## src/rtl/mem_arbiter_if.sv

```systemverilog
// Request/response buses for the fetch and data ports plus the unified memory port of mem_arbiter.
// slave is the arbiter's view; master is the requester/memory side.
interface mem_arbiter_if;
    logic        if_req;
    logic [31:0] if_addr;
    logic [31:0] if_rdata;
    logic        if_ready;
    logic        d_req;
    logic        d_we;
    logic [2:0]  d_funct3;
    logic [31:0] d_addr;
    logic [31:0] d_wdata;
    logic [31:0] d_rdata;
    logic        d_ready;
    logic        mem_en;
    logic        mem_we;
    logic [2:0]  mem_funct3;
    logic [31:0] mem_addr;
    logic [31:0] mem_wdata;
    logic [31:0] mem_rdata;
    logic        stall;

    modport slave (
        input  if_req, if_addr, d_req, d_we, d_funct3, d_addr, d_wdata, mem_rdata,
        output if_rdata, if_ready, d_rdata, d_ready, mem_en, mem_we, mem_funct3,
               mem_addr, mem_wdata, stall
    );

    modport master (
        output if_req, if_addr, d_req, d_we, d_funct3, d_addr, d_wdata, mem_rdata,
        input  if_rdata, if_ready, d_rdata, d_ready, mem_en, mem_we, mem_funct3,
               mem_addr, mem_wdata, stall
    );
endinterface

```

## src/rtl/mem_arbiter.sv

```systemverilog
// Fetch/data arbiter onto one memory port, data-first with fetch anti-starvation; MEM_ARB_STATS_EN adds counters.
// Latency: ready pulse MEM_LAT+2 cycles after the grant decision; one access per MEM_LAT+3 cycles.
// Backpressure: requesters hold req until their one-cycle ready; stall flags any unserved request.
module mem_arbiter #(
    parameter int unsigned MEM_LAT    = 2,
    parameter int unsigned STARVE_MAX = 3
) (
    input  logic         clk,
    input  logic         rst,
    mem_arbiter_if.slave bus
`ifdef MEM_ARB_STATS_EN
    ,
    output logic [31:0]  stat_if_cnt,
    output logic [31:0]  stat_d_cnt,
    output logic [31:0]  stat_stall_cnt
`endif
);
    typedef enum logic [1:0] {IDLE, GRANT, WAIT, DONE} state_t;

    localparam logic [3:0] LAT_LOAD   = 4'(MEM_LAT - 1);
    localparam logic [2:0] STARVE_LIM = 3'(STARVE_MAX);

    state_t      state, state_nxt;
    logic [3:0]  lat_cnt;
    logic [2:0]  starve_cnt;
    logic        sel_if;
    logic        acc_we;
    logic [2:0]  acc_funct3;
    logic [31:0] acc_addr;
    logic [31:0] acc_wdata;
    logic [31:0] if_rdata_q;
    logic [31:0] d_rdata_q;

    logic        grant_if, grant_d, capture;
    logic        mem_en, if_ready, d_ready, stall;

    always_comb begin
        state_nxt = state;
        grant_if  = 1'b0;
        grant_d   = 1'b0;
        capture   = 1'b0;
        mem_en    = 1'b0;
        if_ready  = 1'b0;
        d_ready   = 1'b0;
        case (state)
            IDLE: begin
                if (bus.if_req || bus.d_req) begin
                    state_nxt = GRANT;
                    if (bus.if_req && (!bus.d_req || starve_cnt == STARVE_LIM))
                        grant_if = 1'b1;
                    else
                        grant_d = 1'b1;
                end
            end
            GRANT: begin
                mem_en    = 1'b1;
                state_nxt = WAIT;
            end
            WAIT: begin
                if (lat_cnt == 4'd0) begin
                    capture   = 1'b1;
                    state_nxt = DONE;
                end
            end
            DONE: begin
                if_ready  = sel_if;
                d_ready   = !sel_if;
                state_nxt = IDLE;
            end
            default: state_nxt = IDLE;
        endcase
    end

    always_ff @(posedge clk or negedge rst) begin
        if (!rst) state <= IDLE;
        else      state <= state_nxt;
    end

    always_ff @(posedge clk or negedge rst) begin
        if (!rst) begin
            lat_cnt    <= 4'd0;
            starve_cnt <= 3'd0;
            sel_if     <= 1'b0;
            acc_we     <= 1'b0;
            acc_funct3 <= 3'b010;
            acc_addr   <= 32'h0;
            acc_wdata  <= 32'h0;
            if_rdata_q <= 32'h0;
            d_rdata_q  <= 32'h0;
        end else begin
            if (grant_if) begin
                sel_if     <= 1'b1;
                acc_we     <= 1'b0;
                acc_funct3 <= 3'b010;
                acc_addr   <= bus.if_addr;
            end
            if (grant_d) begin
                sel_if     <= 1'b0;
                acc_we     <= bus.d_we;
                acc_funct3 <= bus.d_funct3;
                acc_addr   <= bus.d_addr;
                acc_wdata  <= bus.d_wdata;
            end
            // A data win only counts against fetch while fetch is actually waiting.
            if (state == IDLE) begin
                if (grant_if || !bus.if_req)
                    starve_cnt <= 3'd0;
                else if (grant_d && starve_cnt != STARVE_LIM)
                    starve_cnt <= starve_cnt + 3'd1;
            end
            if (state == GRANT)
                lat_cnt <= LAT_LOAD;
            else if (state == WAIT && lat_cnt != 4'd0)
                lat_cnt <= lat_cnt - 4'd1;
            if (capture) begin
                if (sel_if)
                    if_rdata_q <= bus.mem_rdata;
                else if (!acc_we)
                    d_rdata_q <= bus.mem_rdata;
            end
        end
    end

    assign stall          = (bus.if_req & ~if_ready) | (bus.d_req & ~d_ready);
    assign bus.stall      = stall;
    assign bus.mem_en     = mem_en;
    assign bus.mem_we     = mem_en & acc_we;
    assign bus.mem_funct3 = acc_funct3;
    assign bus.mem_addr   = acc_addr;
    assign bus.mem_wdata  = acc_wdata;
    assign bus.if_rdata   = if_rdata_q;
    assign bus.d_rdata    = d_rdata_q;
    assign bus.if_ready   = if_ready;
    assign bus.d_ready    = d_ready;

`ifdef MEM_ARB_STATS_EN
    always_ff @(posedge clk or negedge rst) begin
        if (!rst) begin
            stat_if_cnt    <= 32'h0;
            stat_d_cnt     <= 32'h0;
            stat_stall_cnt <= 32'h0;
        end else begin
            if (grant_if && stat_if_cnt != 32'hFFFF_FFFF)
                stat_if_cnt <= stat_if_cnt + 32'd1;
            if (grant_d && stat_d_cnt != 32'hFFFF_FFFF)
                stat_d_cnt <= stat_d_cnt + 32'd1;
            if (stall && stat_stall_cnt != 32'hFFFF_FFFF)
                stat_stall_cnt <= stat_stall_cnt + 32'd1;
        end
    end
`endif
endmodule

```

## src/flat_wrapper.sv

```systemverilog
// flat-port wrapper written by rule: the top's interface ports become plain ports
module mem_arbiter_flat 
#(
    parameter int unsigned MEM_LAT    = 2,
    parameter int unsigned STARVE_MAX = 3
)
  (clk, rst, bus_if_req, bus_if_addr, bus_d_req, bus_d_we, bus_d_funct3, bus_d_addr, bus_d_wdata, bus_mem_rdata, bus_if_rdata, bus_if_ready, bus_d_rdata, bus_d_ready, bus_mem_en, bus_mem_we, bus_mem_funct3, bus_mem_addr, bus_mem_wdata, bus_stall);
  mem_arbiter_if bus_i ();
  input  logic clk;
  input  logic rst;
  input wire logic [$bits(bus_i.if_req)-1:0] bus_if_req;
  input wire logic [$bits(bus_i.if_addr)-1:0] bus_if_addr;
  input wire logic [$bits(bus_i.d_req)-1:0] bus_d_req;
  input wire logic [$bits(bus_i.d_we)-1:0] bus_d_we;
  input wire logic [$bits(bus_i.d_funct3)-1:0] bus_d_funct3;
  input wire logic [$bits(bus_i.d_addr)-1:0] bus_d_addr;
  input wire logic [$bits(bus_i.d_wdata)-1:0] bus_d_wdata;
  input wire logic [$bits(bus_i.mem_rdata)-1:0] bus_mem_rdata;
  output wire logic [$bits(bus_i.if_rdata)-1:0] bus_if_rdata;
  output wire logic [$bits(bus_i.if_ready)-1:0] bus_if_ready;
  output wire logic [$bits(bus_i.d_rdata)-1:0] bus_d_rdata;
  output wire logic [$bits(bus_i.d_ready)-1:0] bus_d_ready;
  output wire logic [$bits(bus_i.mem_en)-1:0] bus_mem_en;
  output wire logic [$bits(bus_i.mem_we)-1:0] bus_mem_we;
  output wire logic [$bits(bus_i.mem_funct3)-1:0] bus_mem_funct3;
  output wire logic [$bits(bus_i.mem_addr)-1:0] bus_mem_addr;
  output wire logic [$bits(bus_i.mem_wdata)-1:0] bus_mem_wdata;
  output wire logic [$bits(bus_i.stall)-1:0] bus_stall;
  assign bus_i.if_req = bus_if_req;
  assign bus_i.if_addr = bus_if_addr;
  assign bus_i.d_req = bus_d_req;
  assign bus_i.d_we = bus_d_we;
  assign bus_i.d_funct3 = bus_d_funct3;
  assign bus_i.d_addr = bus_d_addr;
  assign bus_i.d_wdata = bus_d_wdata;
  assign bus_i.mem_rdata = bus_mem_rdata;
  assign bus_if_rdata = bus_i.if_rdata;
  assign bus_if_ready = bus_i.if_ready;
  assign bus_d_rdata = bus_i.d_rdata;
  assign bus_d_ready = bus_i.d_ready;
  assign bus_mem_en = bus_i.mem_en;
  assign bus_mem_we = bus_i.mem_we;
  assign bus_mem_funct3 = bus_i.mem_funct3;
  assign bus_mem_addr = bus_i.mem_addr;
  assign bus_mem_wdata = bus_i.mem_wdata;
  assign bus_stall = bus_i.stall;
  mem_arbiter #(.MEM_LAT(MEM_LAT), .STARVE_MAX(STARVE_MAX)) u_core (.clk(clk), .rst(rst), .bus(bus_i));
endmodule
```

## config.mk

```make
export PLATFORM = sky130hd
export DESIGN_NAME = mem_arbiter_flat
export DESIGN_NICKNAME = d
export VERILOG_FILES = /design/src/rtl/mem_arbiter_if.sv /design/src/rtl/mem_arbiter.sv /design/src/flat_wrapper.sv
export SDC_FILE = /design/constraint.sdc
export NUM_CORES = 1
export LEC_CHECK = 0
export BUFFER_PORTS_ARGS = -buffer_cell sky130_fd_sc_hd__buf_2
export CORE_MARGIN = 1
export CORE_UTILIZATION = 43
export DETAILED_ROUTE_END_ITERATION = 12
export PLACE_DENSITY = 0.79
export SYNTH_ARGS = -nofsm -noshare
export SYNTH_HDL_FRONTEND = slang
export SYNTH_SLANG_ARGS = --single-unit
export TNS_END_PERCENT = 100
```

## constraint.sdc

```tcl
create_clock -name clk -period 1.8 [get_ports clk]
set_input_delay 0.27 -clock clk [delete_from_list [all_inputs] [get_ports clk]]
set_output_delay 0.27 -clock clk [all_outputs]
set_load 0.05 [all_outputs]
```

==> flow_summary.yaml, run 1 <==
sta:
  holdWs_ns: 0.0518
  timing.final.ws_setup_ns: -0.120
  drv_slew: 0
  period_needed_ns: 1.92
  layout_worst_path_cycle_share_pct: 107
  max_freq_mhz: 521
  clock-skew-final_ns: 0.00747
  hold_viol: 0
  finalSetupViolations: 33
  rsz0062_at_grt: "yes"
  maxSlewHeadroom_pct: 67.7
  setup_tns_ns: -3.48
  worstMarginPinSlew_ns: 0.477
floorplan:
  start_util_pct: 44.8
  coreArea_sq_um: 13400
  io_pins: 272
  rows: 42
  die_area_sq_um: 14400
  die_x_um: 120
  die_h_um: 120
placement:
  gp_congestion: 0.816
  dpl.cell_count: 901
  port_buffers: 271
  hpwlAfterDp_um: 11600
detailed_routing:
  ant_nets: 0
  vias_per_cell: 5.26
  firstDrtPassIters: 5
  vias: 5017
  drc: 0
  totalWireLength_um: 17500
  drt-wirelength-per-cell_um: 18.4
  first_iter_violations: 272
cts:
  worstSkewPairLatency_ns: 0.41
  cts_tree: "yes"
  numCtsBuffers: 17
  cts_num_sinks: 142
  path_clk_slew_ns: 0.06
  cts_max_path_buffers: 2
  h-tree-depth: 4
  root_buffer: "clkbuf_16"
cells_and_area:
  final_util_pct: 65.5
  drive_above_1_share_pct: 60.2
  multiInputGateArea_sq_um: 2330
  syn2layout_area_growth_pct: 46.2
  layout.nets: 907
  layout.cells.non_filler: 954
  fillers: 981
  seq_area_sq_um: 3550
min_path:
  min_path_type: "in2reg"
yosys:
  yosysSeqAreaShare_pct: 59.2
  synth_top_area_share_pct: 58.8
  ys.warnings.count: 0
  syn-num-nets: 605
  synth_cell_types: 35
  synthFlopType: "dfrtp_1"
  synth-seq-cells: 142
  yosys.area.top_type: "dfrtp_1"
  async_flop_share_pct: 100
  synth_cells: 462
  syn_avg_cell_area_sq_um: 13.0
  syn_area_sq_um: 6000
  synth_edf_count: 0
  synth_area_leaders: "dfrtp_1 (59%), mux2_2 (13%), mux2_4 (7.5%), a31oi_1 (3.3%), a21oi_1 (3.0%)"
run_status:
  outcome: "finished, violations left"
  violations: "setup timing"
grt:
  grt_max_degree: 58
  antenna_found_initial: 1
  grt.overflow.total: 0
  grt_pass1_vias: 5055
  grt.total_usage_pct: 23.9
  grt_pass1_wl_um: 26300
worst_setup_path:
  worstPathArrival_ns: 2.21
  cp-start-kind: "register"
  crit_type: "reg2reg"
  worstPathRequired_ns: 2.09
  cp_max_fo: 6
  end_kind: "register"
run:
  cap_violations: 0
==> worst paths after layout <==
path                            cells past startpoint  slack (ns)               startpoint                  endpoint
worst min-delay path                                3        0.05          bus_d_funct3[1]  u_core.bus.mem_funct3[1]
worst max-delay path                                6       -0.12          u_core.state[0]     u_core.bus.d_rdata[9]
max in group asynchronous                           3        0.77                      rst  u_core.bus.mem_funct3[1]
worst min register to register                      1        0.50  u_core.bus.if_rdata[23]   u_core.bus.if_rdata[23]
min in group asynchronous                           2        0.35                      rst   u_core.bus.mem_wdata[5]
worst max register to register                      6       -0.12          u_core.state[0]     u_core.bus.d_rdata[9]
==> layout make-up <==
type	instances	share of cell area, %
clock buffer	22	5.29
clock inverter	10	2.11
multi-input combinational	277	26.5
tap	176	2.51
antenna	1	0.0285
timing repair buffer	316	22.6
sequential	142	40.5
inverter	10	0.428
==> timing repair <==
action	CTS	global route
pin swaps	7	2
gates resized for setup	18	13
gates cloned	3	4
hold endpoints to repair	35	0
hold buffers	1	0
setup buffers	6	6
setup endpoints to repair	38	86
==> metal layers <==
layer  vias to the layer above  global-route usage (%)  wire length, um
li1                       2261                       -                -
met1                      2497                    28.2             6880
met2                       232                    42.0             9270
met3                        27                    5.80             1080
met4                         0                    8.67              276
met5                         -                       0                0
==> state kept, by name (all words and copies together) (netlist names) <==
register	flops
u_core.bus.mem_funct3	3
u_core.bus.mem_addr	32
u_core.acc_we	1
u_core.state	2
u_core.bus.d_rdata	32
u_core.sel_if	1
u_core.starve_cnt	3
u_core.lat_cnt	4
u_core.bus.if_rdata	32
u_core.bus.mem_wdata	32
==> synthesized netlist by cell type (7+ instances only) <==
cell type and instances:
clkbuf_1 26, o21ai_0 35, a21oi_1 36, dfrtp_1 141, nor2_1 40, mux2_2 68
inv_1 10, a31oi_1 32, mux2_4 30, ha_1 7
==> cells in the final DEF, fill, tap and decap left out, types with 2 or more instances in the layout <==
cell,count
a21oi_1,35
a22o_1,3
a31oi_1,32
and2_2,2
buf_12,9
buf_16,2
buf_2,266
buf_4,23
buf_6,9
bufinv_16,5
clkbuf_1,3
clkbuf_16,20
clkbuf_8,2
clkinv_2,2
clkinv_4,2
dfrtp_1,141
ha_2,2
ha_4,4
inv_1,6
inv_2,4
mux2_2,67
mux2_4,31
nand2_2,3
nand4_1,3
nand4b_1,2
nor2_1,40
o21ai_0,35
==> worst max-delay path: stages, from the launching register on <==
cell and delay [ns]:
dfrtp_1 0.40, inv_2 0.08, ha_4 0.13, nand2_2 0.05
or4b_4 0.52, bufbuf_16 0.30, mux2_4 0.30
==> stage by stage <==
stage	cell area, sq um	setup slack (ns)
after CTS	8580	-0.107
after global routing	8770	-0.183
final	8770	-0.120
after floorplan	6030	-0.0943
after global placement	7730	-0.230
after detailed placement	7730	-0.285
==> logic make-up after synthesis <==
family                   after synthesis  share of synthesized area [%]
multiplexers                          99                           20.4
AO/OA/AOI/OAI                        113                           10.7
buffers and inverters                 43                           3.69
AND/OR/NAND/NOR                       58                           4.52
adder cells (fa/ha/maj)                7                           1.46
flip-flops                           142                           59.2
Power of run 1 is not shown: default switching activity piles up to over one toggle a cycle in this logic, so the estimate is an artifact.
==> run 2, diff against run 1 <==
--- a/config.mk
+++ b/config.mk
@@ -6,7 +6,7 @@
 export NUM_CORES = 1
 export LEC_CHECK = 0
 export BUFFER_PORTS_ARGS = -buffer_cell sky130_fd_sc_hd__buf_2
-export CORE_MARGIN = 1
+export CORE_MARGIN = 4
 export CORE_UTILIZATION = 43
 export DETAILED_ROUTE_END_ITERATION = 12
 export PLACE_DENSITY = 0.79
==> flow_summary.yaml, run 2 (synthesized netlist as in run 1, its figures left out) <==
worst_setup_path:
  r2r_start: "u_core.lat_cnt[1]"
  worstPathRequired_ns: 2.10
  crit_type: "reg2reg"
  worstPathArrival_ns: 2.19
  r2r-end: "u_core.bus.d_rdata[23]"
  cp-start-kind: "register"
  r2r_cells: 6
  end_kind: "register"
  crit_start: "u_core.lat_cnt[1]"
  reg2reg_slack_ns: -0.08
  cp_max_fo: 16
sta:
  layout_worst_path_cycle_share_pct: 105
  drv_slew: 0
  worstMarginPinSlew_ns: 0.469
  period_needed_ns: 1.88
  clock-skew-final_ns: 0.0107
  max_freq_mhz: 531
  hold_viol: 0
  maxSlewHeadroom_pct: 68.7
  setup_tns_ns: -2.09
  rsz0062_at_grt: "yes"
  holdWs_ns: 0.0535
  finalSetupViolations: 33
  timing.final.ws_setup_ns: -0.0831
min_path:
  holdPathEnd: "u_core.bus.mem_funct3[1]"
  hold_start: "bus_d_funct3[1]"
  min_path_type: "in2reg"
  holdPathStages: 3
cts:
  worstSkewPairLatency_ns: 0.42
  path_clk_slew_ns: 0.06
  cts_num_sinks: 142
  h-tree-depth: 4
  root_buffer: "clkbuf_16"
  numCtsBuffers: 17
  cts_tree: "yes"
  cts_max_path_buffers: 2
cells_and_area:
  layout.nets: 907
  drive_above_1_share_pct: 60.7
  layout_commonest_cell: "buf_2"
  syn2layout_area_growth_pct: 44.9
  layout_common_cells: "buf_2 (266), dfrtp_1 (141), mux2_2 (67)"
grt:
  grt.total_usage_pct: 21.5
  grt_pass1_wl_um: 27500
  grt_pass1_vias: 5359
  antenna_found_initial: 1
  grt_max_degree: 50
  grt.overflow.total: 0
detailed_routing:
  vias: 5038
  vias_per_cell: 5.28
  totalWireLength_um: 17900
  first_iter_violations: 244
  ant_nets: 0
  drt-wirelength-per-cell_um: 18.8
  drc: 0
  firstDrtPassIters: 4
placement:
  pre_cts_ws_ns: -0.260
  gp_congestion: 0.862
  hpwlAfterDp_um: 12700
  port_buffers: 271
floorplan:
  die_x_um: 126
  start_util_pct: 44.6
  die_area_sq_um: 15900
  rows: 42
  die_h_um: 126
  coreArea_sq_um: 13500
  io_pins: 272
run_status:
  violations: "setup timing"
  outcome: "finished, violations left"
run:
  cap_violations: 0
==> run 2: how the worst max path moves through the flow <==
stage	slack, ns	to	cells after the start
CTS	-0.08	u_core.bus.d_rdata[23]	6
global route	-0.14	u_core.bus.d_rdata[23]	6
floorplan	-0.09	u_core.bus.d_rdata[0]	7
finish	-0.08	u_core.bus.d_rdata[23]	6
global placement	-0.21	u_core.bus.d_rdata[10]	6
detailed placement	-0.26	u_core.bus.d_rdata[7]	6
==> run 2: routing by layer <==
layer,routed length (um),global-route usage (%),vias up,share of wire (%)
met5,0,0,-,0
met4,442,7.70,0,2.5
met3,1050,5.08,44,5.8
met2,9830,40.3,235,55
met1,6580,23.5,2494,37
li1,-,-,2265,-
==> run 2: per-stage QoR <==
step	utilization (%)	instances	cell area, sq um
finish	64.6	954	8700
global route	64.6	954	8700
CTS	63.4	946	8530
detailed placement	57.5	905	7730
global placement	57.5	905	7730
floorplan	-	462	6030
==> run 2: critical path, stage by stage, from the launching register on <==
cell and delay (ns):
dfrtp_1 0.38, inv_2 0.08, ha_4 0.15, nand2_4 0.05, or4b_4 0.58, buf_16 0.21, mux2_4 0.30
==> run 2: cell type report <==
| cell class | instances | area (sq um) |
|---|---|---|
| tap | 176 | 220 |
| fill | 1000 | 4760 |
| antenna | 1 | 2.50 |
| inverter | 10 | 37.5 |
| multi-input combinational | 277 | 2350 |
| sequential | 142 | 3550 |
| clock buffer | 17 | 425 |
| clock inverter | 15 | 186 |
| timing repair buffer | 316 | 1920 |
==> run 2: repair_timing <==
item	CTS	global route
cloned	2	4
pin swaps	5	2
hold buffers	1	0
resized for setup	21	12
setup endpoints to repair	38	68
setup buffers	6	3
endpoints found under the hold margin	43	0
Power of run 2 is left out for the same reason.
==> run 3, diff against run 2 <==
--- a/config.mk
+++ b/config.mk
@@ -6,6 +6,7 @@
 export NUM_CORES = 1
 export LEC_CHECK = 0
 export BUFFER_PORTS_ARGS = -buffer_cell sky130_fd_sc_hd__buf_2
+export CORE_ASPECT_RATIO = 1.4
 export CORE_MARGIN = 4
 export CORE_UTILIZATION = 43
 export DETAILED_ROUTE_END_ITERATION = 12
==> flow_summary.yaml, run 3 (synthesized netlist as in run 1, its figures left out) <==
run:
  cap_violations: 0
worst_setup_path:
  end_kind: "register"
  worstPathRequired_ns: 2.09
  r2r_cells: 6
  r2r_start: "u_core.lat_cnt[1]"
  crit_type: "reg2reg"
  r2r-end: "u_core.bus.d_rdata[17]"
  cp-start-kind: "register"
  reg2reg_slack_ns: -0.16
  worstPathArrival_ns: 2.25
  cp_max_fo: 8
detailed_routing:
  vias: 5020
  drc: 0
  first_iter_violations: 249
  vias_per_cell: 5.23
  totalWireLength_um: 18000
  firstDrtPassIters: 4
  drt-wirelength-per-cell_um: 18.8
  ant_nets: 0
cells_and_area:
  layout.nets: 908
  syn2layout_area_growth_pct: 47.6
  layout_commonest_cell: "buf_2"
  final_util_pct: 65.5
  fillers: 1016
  layout_common_cells: "buf_2 (267), dfrtp_1 (141), mux2_4 (56)"
  drive_above_1_share_pct: 60.7
  seq_area_sq_um: 3550
  n_antenna_cell: 0
  multiInputGateArea_sq_um: 2450
sta:
  period_needed_ns: 1.96
  timing.final.ws_setup_ns: -0.164
  worstMarginPinSlew_ns: 0.431
  layout_worst_path_cycle_share_pct: 109
  drv_slew: 0
  rsz0062_at_grt: "yes"
  clock-skew-final_ns: 0.0183
  hold_viol: 0
  finalSetupViolations: 45
  max_freq_mhz: 509
  maxSlewHeadroom_pct: 70.9
cts:
  cts_max_path_buffers: 2
  path_clk_slew_ns: 0.06
  root_buffer: "clkbuf_16"
  h-tree-depth: 4
  worstSkewPairLatency_ns: 0.41
  cts_tree: "yes"
  numCtsBuffers: 17
  cts_num_sinks: 142
floorplan:
  rows: 50
  die_x_um: 108
  die_area_sq_um: 15900
  die_h_um: 148
  start_util_pct: 44.4
  coreArea_sq_um: 13500
  io_pins: 272
min_path:
  holdPathEnd: "u_core.bus.mem_funct3[1]"
  holdPathStages: 3
  min_path_type: "in2reg"
  hold_start: "bus_d_funct3[1]"
run_status:
  outcome: "finished, violations left"
  violations: "setup timing"
grt:
  met2_usage_pct: 39.7
  grt.overflow.total: 0
  top_usage_layer: "met2"
  met1_usage_pct: 23.4
  grt.total_usage_pct: 21.5
  grt_pass1_vias: 5356
  grt_max_degree: 43
  met3_usage_pct: 5.81
  grt_pass1_wl_um: 26900
  antenna_found_initial: 1
power_and_ir_drop:
  p_seq_share_pct: 27.1
  intPower_uw: 10800
  p_sw_uw: 10400
  p_per_area_nw_per_um2: 2400
  swShare_pct: 49.1
  combPwrFrac_pct: 56.4
  p_clk_share_pct: 16.5
  leakagePower_uw: 0.00438
  vdd_ir_drop_max_uv: 1350
placement:
  gp_congestion: 0.880
  port_buffers: 271
  hpwlAfterDp_um: 12500
  pre_cts_ws_ns: -0.262
[run 3: cell types whose count changed in the layout (fill, tap and decap cells not counted), sizes merged]
cell / delta
clkbuf: +1
clkinv: -5
bufinv: -1
inv: +2
clkinvlp: +2
buf: +1
diode: -1
[run 3: cell type report]
| class | instances | area share (%) |
|---|---|---|
| Clock inverter | 13 | 1.74 |
| Clock buffer | 18 | 4.96 |
| Timing Repair Buffer | 317 | 22.4 |
| Tap cell | 182 | 2.57 |
| Multi-Input combinational cell | 277 | 27.7 |
| Inverter | 10 | 0.480 |
| Sequential cell | 142 | 40.1 |
[run 3: worst max-delay path by stage]
stage | start | end | slack [ns] | cells after the start
floorplan | u_core.lat_cnt[0] | u_core.bus.d_rdata[0] | -0.09 | 7
global placement | u_core.lat_cnt[1] | u_core.bus.d_rdata[8] | -0.21 | 6
detailed placement | u_core.lat_cnt[0] | u_core.bus.d_rdata[8] | -0.26 | 6
CTS | u_core.lat_cnt[1] | u_core.bus.d_rdata[20] | -0.12 | 6
global route | u_core.lat_cnt[0] | u_core.bus.d_rdata[3] | -0.20 | 6
finish | u_core.lat_cnt[1] | u_core.bus.d_rdata[17] | -0.16 | 6
[run 3: repair_timing]
action | CTS | global route
hold endpoints to repair | 29 | 0
endpoints found under the setup margin | 38 | 69
pin swaps | 3 | 4
gates cloned | 2 | 6
gates resized for setup | 18 | 44
hold buffers | 1 | 0
buffers inserted | 4 | 6
[run 3: per-layer routing]
| metal | share of wire (%) | routed length [um] |
|---|---|---|
| met1 | 36 | 6460 |
| met2 | 54 | 9700 |
| met3 | 8.6 | 1560 |
| met4 | 1.7 | 299 |
| met5 | 0.039 | 7 |
[run 3: stage by stage]
step / instance area (sq um) / power [uW] / TNS, ns / instances / hold WS [ns]
after floorplan: 6030 / 13900 / -2.91 / 462 / -0.0256
after global placement: 7760 / 16500 / -6.67 / 909 / 0.191
after detailed placement: 7760 / 16800 / -8.17 / 909 / 0.192
after CTS: 8500 / 20600 / -3.58 / 947 / 0.0555
after global routing: 8860 / 22200 / -7.12 / 959 / 0.0702
final: 8860 / 21300 / -5.03 / 959 / 0.0700
[run 3: power by group through the flow]
stage	Combinational, uW	Sequential [uW]	Clock, uW
2_1_floorplan	2990	10900	0
6_report	12000	5760	3510
4_1_cts	11300	5730	3580
3_5_place_dp	11100	5740	0
5_1_grt	12500	5920	3730
3_3_place_gp	10800	5650	0
[run 3: critical path, cell delays in order, from the launching register on]
cell and delay (ns):
dfrtp_1 0.39, inv_2 0.09, ha_4 0.15, nand2_2 0.06, or4b_4 0.63, clkbuf_16 0.23, mux2_4 0.30
(Power assumes the default switching activity.)
